$ cat src/rtl/dj8_bus_pkg.sv
// Shared types and bus widths for the DJ8 external memory bus arbiter.
package dj8_bus_pkg;

  typedef enum logic {
    ARB_CPU = 1'b0,
    ARB_DMA = 1'b1
  } arb_state_t;

  localparam int DJ8_ADDR_W = 16;
  localparam int DJ8_DATA_W = 8;

endpackage

$ cat src/rtl/dj8_bus_arbiter.sv
// Two-master arbiter sharing the DJ8 memory bus between the CPU (default owner)
// and a DMA requester; DMA slots are stolen by withholding the CPU clock enable.
module dj8_bus_arbiter
  import dj8_bus_pkg::*;
#(
  parameter int MAX_BURST = 4,
  parameter int CPU_MIN   = 2
) (
  input  logic                  clk,
  input  logic                  reset,
  input  logic [DJ8_ADDR_W-1:0] cpu_address,
  input  logic [DJ8_DATA_W-1:0] cpu_wdata,
  input  logic                  cpu_we,
  input  logic                  cpu_write_cycle,
  output logic                  cpu_clk_en,
  output logic [DJ8_DATA_W-1:0] cpu_rdata,
  input  logic                  dma_req,
  input  logic [DJ8_ADDR_W-1:0] dma_addr,
  input  logic [DJ8_DATA_W-1:0] dma_wdata,
  input  logic                  dma_write,
  output logic                  dma_gnt,
  output logic                  dma_ack,
  output logic [DJ8_DATA_W-1:0] dma_rdata,
  output logic [DJ8_ADDR_W-1:0] mem_addr,
  output logic [DJ8_DATA_W-1:0] mem_wdata,
  output logic                  mem_we_n,
  input  logic [DJ8_DATA_W-1:0] mem_rdata
);

  localparam int BURST_W = $clog2(MAX_BURST + 1);
  localparam int HOLD_W  = $clog2(CPU_MIN + 1);
  localparam logic [BURST_W-1:0] BURST_LAST = BURST_W'(MAX_BURST - 1);
  localparam logic [HOLD_W-1:0]  HOLD_INIT  = HOLD_W'(CPU_MIN - 1);

  arb_state_t                state_q;
  logic [BURST_W-1:0]        burst_cnt_q;
  logic [HOLD_W-1:0]         holdoff_cnt_q;
  logic                      cpu_clk_en_q;
  logic                      dma_gnt_q;
  logic                      dma_ack_q;
  logic [DJ8_DATA_W-1:0]     dma_rdata_q;
  logic                      take_dma;

  // A store sequence must never be split, so the CPU has to be idle on the bus.
  assign take_dma = dma_req & ~cpu_write_cycle & cpu_we & (holdoff_cnt_q == '0);

  // Arbitration FSM with registered clock-enable, grant and DMA response.
  always_ff @(posedge clk or posedge reset) begin
    if (reset) begin
      state_q       <= ARB_CPU;
      burst_cnt_q   <= '0;
      holdoff_cnt_q <= '0;
      cpu_clk_en_q  <= 1'b1;
      dma_gnt_q     <= 1'b0;
      dma_ack_q     <= 1'b0;
      dma_rdata_q   <= '0;
    end else begin
      dma_ack_q <= 1'b0;
      case (state_q)
        ARB_CPU: begin
          if (take_dma) begin
            state_q      <= ARB_DMA;
            burst_cnt_q  <= '0;
            cpu_clk_en_q <= 1'b0;
            dma_gnt_q    <= 1'b1;
          end else begin
            if (holdoff_cnt_q != '0) begin
              holdoff_cnt_q <= holdoff_cnt_q - HOLD_W'(1);
            end else begin
              holdoff_cnt_q <= holdoff_cnt_q;
            end
            cpu_clk_en_q <= 1'b1;
            dma_gnt_q    <= 1'b0;
          end
        end
        ARB_DMA: begin
          dma_ack_q <= 1'b1;
          if (!dma_write) begin
            dma_rdata_q <= mem_rdata;
          end else begin
            dma_rdata_q <= dma_rdata_q;
          end
          if (dma_req && (burst_cnt_q < BURST_LAST)) begin
            burst_cnt_q  <= burst_cnt_q + BURST_W'(1);
            cpu_clk_en_q <= 1'b0;
            dma_gnt_q    <= 1'b1;
          end else begin
            state_q       <= ARB_CPU;
            holdoff_cnt_q <= HOLD_INIT;
            cpu_clk_en_q  <= 1'b1;
            dma_gnt_q     <= 1'b0;
          end
        end
        default: begin
          state_q      <= ARB_CPU;
          cpu_clk_en_q <= 1'b1;
          dma_gnt_q    <= 1'b0;
        end
      endcase
    end
  end

  // Bus mux: the frozen CPU keeps its outputs stable while the DMA drives the bus.
  always_comb begin
    mem_addr  = cpu_address;
    mem_wdata = cpu_wdata;
    mem_we_n  = cpu_we;
    if (state_q == ARB_DMA) begin
      mem_addr  = dma_addr;
      mem_wdata = dma_wdata;
      mem_we_n  = ~dma_write;
    end else begin
      mem_addr  = cpu_address;
      mem_wdata = cpu_wdata;
      mem_we_n  = cpu_we;
    end
  end

  assign cpu_rdata  = mem_rdata;
  assign cpu_clk_en = cpu_clk_en_q;
  assign dma_gnt    = dma_gnt_q;
  assign dma_ack    = dma_ack_q;
  assign dma_rdata  = dma_rdata_q;

endmodule

$ cat config.mk
export PLATFORM = sky130hd
export DESIGN_NAME = dj8_bus_arbiter
export DESIGN_NICKNAME = d
export VERILOG_FILES = /design/src/rtl/dj8_bus_pkg.sv /design/src/rtl/dj8_bus_arbiter.sv
export SDC_FILE = /design/constraint.sdc
export NUM_CORES = 1
export LEC_CHECK = 0
export ABC_CLOCK_PERIOD_IN_PS = 1500
export BUFFER_PORTS_ARGS = -buffer_cell sky130_fd_sc_hd__buf_2
export CORE_UTILIZATION = 33
export CTS_CLUSTER_DIAMETER = 60
export DETAILED_ROUTE_END_ITERATION = 7
export PLACE_DENSITY_LB_ADDON = 0.3
export SLEW_MARGIN = 20
export SYNTH_ARGS = -nofsm -noshare
export SYNTH_HDL_FRONTEND = slang
export SYNTH_SLANG_ARGS = --single-unit
$ cat constraint.sdc
create_clock -name clk -period 1.5 [get_ports clk]
set_clock_uncertainty 0.2 [all_clocks]
set_input_delay 0.45 -clock clk [delete_from_list [all_inputs] [get_ports clk]]
set_output_delay 0.45 -clock clk [all_outputs]
set_load 0.02 [all_outputs]
# Yosys cells after proc, flatten, opt, wreduce, memory -nomap -nowiden
# Cells that the tools add are included.
# W data, S select, Z words.
[classes]
addsub = 2
magnitude_cmp = 1
n_eq_ne = 5
mux = 17
bitwise_logic = 6
reduce_logical = 6
[ops]
columns = ["op", "n"]
rows = [
  ["$mux W16", 1],
  ["$mux W8", 1],
  ["$ne A2 B2 Y1 const B", 4],
  ["$mux W1", 6],
  ["$mux W2", 3],
  ["$mux W3", 2],
  ["$pmux W3 S2", 1],
  ["$pmux W1 S2", 2],
  ["$pmux W2 S2", 1],
  ["$reduce_and A2 Y1", 2],
  ["$add A3 B1 Y3 const B", 1],
  ["$and A1 B1 Y1", 3],
  ["$lt A3 B2 Y1 const B", 1],
  ["$not A1 Y1", 3],
  ["$reduce_and A3 Y1", 1],
  ["$logic_not A2 Y1", 1],
  ["$ne A2 B1 Y1 const B", 1],
  ["$reduce_bool A2 Y1", 1],
  ["$sub A2 B1 Y2 const B", 1],
  ["$logic_and A1 B1 Y1", 1],
]
[word_totals]
ff_bits = 16
elab_cells = 43

# Logic depth before layout (Yosys ltp)
[depth]
ltp_word = 6
ltp_mapped = 5
depth_no_buf = 5

# Worst setup path before layout
# OpenSTA, ideal clock, no wires.
[synth_timing]
kind = "reg2out"
from = "register dma_gnt (netlist name)"
to = "output port mem_we_n"
t_arrival_ps = 1267
required_time_ps = 850
slack_ps = -417
path_stages_with_launch = 5
path_cell_list = "dfrtp_1 buf_6 buf_6 nor2_1 a21oi_1"
[synth_lines]
columns = ["item", "line_no", "source"]
rows = [
  ["end, declared", "dj8_bus_arbiter.sv:26", "output logic mem_we_n,"],
]

==> flow_summary.yaml <==
yosys:
  syn_avg_cell_area_um2: 13.3
  synthCells: 87
  synth-seq-cells: 16
  yosysSeqAreaShare_pct: 34.8
  synth.distinct_cells: 27
  synth_edf_count: 0
  synthFlopType: "dfrtp_1"
  yosysWarnings: 0
  syn_nets: 151
  syn-cell-area_um2: 1150
  async_reset_ff_share_pct: 100
die:
  ios: 106
  core.rowCount: 21
  dieArea_um2: 3740
  die_h_um: 61.2
  die_x_um: 61.2
  start_util_pct: 34.6
  core_um2: 3340
routing:
  drtPass1Iterations: 4
  vias: 1119
  detail_route.vias_per_cell: 4.62
  wl_um: 3150
  drt_iter0_drc: 17
  wl_per_cell_um: 13.0
  ant_nets: 0
  drcViolationCount: 0
grt:
  grt_pass1_wl_um: 3800
  antenna_found_initial: 0
  grt.overflow.total: 0
  grt_max_degree: 19
  grt_pass1_vias: 989
  groute.usage.overall_pct: 13.4
clock_tree:
  clkSlewWorstSetupHoldPaths_ns: 0.10
  clockRootBuffer: "clkbuf_4"
  clock_path_buffers: 2
  clock_latency_ns: 0.28
  cts.sinks: 16
  htreeDepth: 1
  cts_tree: "built"
  cts_buffers: 3
run_status:
  status: "finished, violations left"
  violations: "negative setup slack"
finish:
  nFillCells: 302
  num_antenna_cells: 0
  final_util_pct: 58.0
  layout.nets: 261
  multi_input_area_um2: 663
  syn2layout_area_growth_pct: 67.7
  final-seq-area_um2: 403
  drive_gt1_share_pct: 82.7
  fin_cells: 242
timing:
  timing_hold_violations_final: 0
  fin_crit_sh_pct: 135
  rsz0062_at_grt: "yes"
  max_slew_margin_pct: 83.9
  hold_ws_ns: 0.205
  fin_crit_ns: 2.02
  final-setup-viol-count: 33
  fin_ws_ns: -0.521
  fin_setup_tns_ns: -12.82
  drv_slew: 0
  worst_slew_pin_slew_ns: 0.241
  fmax_ghz: 0.495
place:
  globalplace.congestion: 0.788
  dp_cells: 234
  port_buffers: 105
  dp_worst_setup_slack_ns: -0.213
  place_hpwl_um: 2460
worst_setup_path:
  worst_setup_path_start_kind: "flop"
  worstReg2RegEnd: "burst_cnt_q[0]$_DFFE_PP0P_"
  reg2regPathDepth: 5
  path_max_fanout: 18
  crit_type: "flop to output pin"
  r2r_slack_ns: -0.10
  worstReg2RegStart: "dma_gnt$_DFF_PP0_"
  cp-end-kind: "output pin"
  cp.arrival_ns: 1.37
  critPathRequiredTime_ns: 0.85
power:
  p_seq_share_pct: 29.3
  p_clk_share_pct: 10.6
  p_leak_nw: 1.03
  comb_power_share_pct: 60.1
  powerDensity_nw_per_um2: 1370
  sw_frac_of_total_pct: 36.7
  internal_power_mw: 1.68
  peakVddDrop_mv: 0.850
  switching_power_mw: 0.976
hold_path:
  hold_end: "dma_rdata[3]$_DFFE_PP0P_"
  hold_depth: 2
  hp-start: "mem_rdata[3]"
  hold_class: "primary input to flop"
flow_run:
  max_cap_violations: 0
==> power by group through the flow <==
stage	clock network [mW]	logic [mW]	registers [mW]
floorplan	0	0.773	0.877
global placement	0	1.28	0.735
detailed placement	0	1.32	0.734
CTS	0.292	1.37	0.743
global route	0.319	1.70	0.800
finish	0.281	1.60	0.780
==> synth_stat cells (2+ instances only) <==
| library cell | number | area share (%) |
|---|---|---|
| nand2b_1 | 2 | 1.1 |
| ha_1 | 2 | 2.2 |
| a21oi_1 | 2 | 0.87 |
| dfrtp_1 | 15 | 33 |
| buf_4 | 8 | 5.2 |
| mux2_1 | 8 | 7.8 |
| inv_1 | 3 | 0.98 |
| mux2_4 | 24 | 31 |
| nor2_1 | 3 | 0.98 |
| buf_6 | 3 | 2.9 |
==> timing repair <==
item,CTS,global route
resized for setup,17,34
pin swaps,1,2
hold buffers,1,0
setup endpoints to repair,43,50
gates cloned,0,0
buffers inserted,0,3
endpoints found under the hold margin,15,0
==> worst max-delay path by stage <==
stage | start | end | slack [ns] | cells after the start
6_report | dma_gnt$_DFF_PP0_ | mem_addr[4] | -0.52 | 3
5_1_grt | dma_gnt$_DFF_PP0_ | mem_addr[6] | -0.57 | 3
4_1_cts | dma_gnt$_DFF_PP0_ | mem_wdata[3] | -0.53 | 3
3_5_place_dp | dma_gnt$_DFF_PP0_ | mem_addr[13] | -0.21 | 3
3_3_place_gp | dma_gnt$_DFF_PP0_ | mem_wdata[0] | -0.20 | 3
2_1_floorplan | dma_gnt$_DFF_PP0_ | mem_addr[0] | -0.27 | 3
==> metal layers <==
metal  share of wire (%)  GRT usage (%)  wire length (um)  vias to the layer above
li1                    -              -                 -                      524
met1                  34           12.8              1060                      521
met2                  55           27.5              1740                       70
met3                  11           2.73               332                        4
met4                0.60           5.19                19                        0
met5                   0              0                 0                        -
==> cell families (layout without fill, tap and decap cells) <==
group,Yosys count,after routing,synth area share [%]
mux,32,32,39.0
simple gates,12,12,6.83
fa+ha+maj,2,2,2.17
flops,16,16,34.8
buf+inv,15,124,10.4
compound gates,10,10,6.83
==> cells in the final DEF, fill, tap and decap left out <==
cell type	n
buf_4	14
o21ai_1	1
buf_2	81
nand3b_1	1
a21oi_4	1
a22o_1	1
a21oi_2	2
nand2_1	1
clkbuf_8	1
dlygate4sd3_1	1
o31ai_2	1
ha_1	2
nand2b_1	2
and3b_1	1
o32ai_2	1
nand4b_1	1
inv_1	3
o21ai_0	1
and2b_4	1
mux2_4	24
dfstp_2	1
a31o_1	1
buf_6	20
mux2_2	8
dfrtp_1	14
and4b_1	1
o2bb2ai_1	1
clkbuf_4	3
nor2_2	1
nor2_1	2
buf_12	1
dfrtp_2	1
nor2b_4	1
==> critical path: stages (launching register included) <==
cell and delay [ns]:
dfrtp_2 0.41, buf_12 0.17, mux2_2 0.35, buf_4 0.16
==> through the flow <==
step                      area, um2  power, mW
after floorplan                1160       1.65
after global placement         1710       2.01
after detailed placement       1710       2.05
after CTS                      1800       2.40
after global routing           1940       2.82
final                          1940       2.66
==> registers in the layout, indices dropped and copies added (netlist names) <==
register       cells
dma_rdata          8
holdoff_cnt_q      2
cpu_clk_en         1
dma_gnt            1
burst_cnt_q        3
dma_ack            1
==> final cells by class <==
class	instances	share of cell area [%]
clock buffer	4	1.87
inverter	3	0.581
multi-input combinational	56	34.2
sequential	16	20.8
tap	46	2.97
timing repair buffer	117	39.5
No activity file was read; power rests on OpenSTA's default activity.
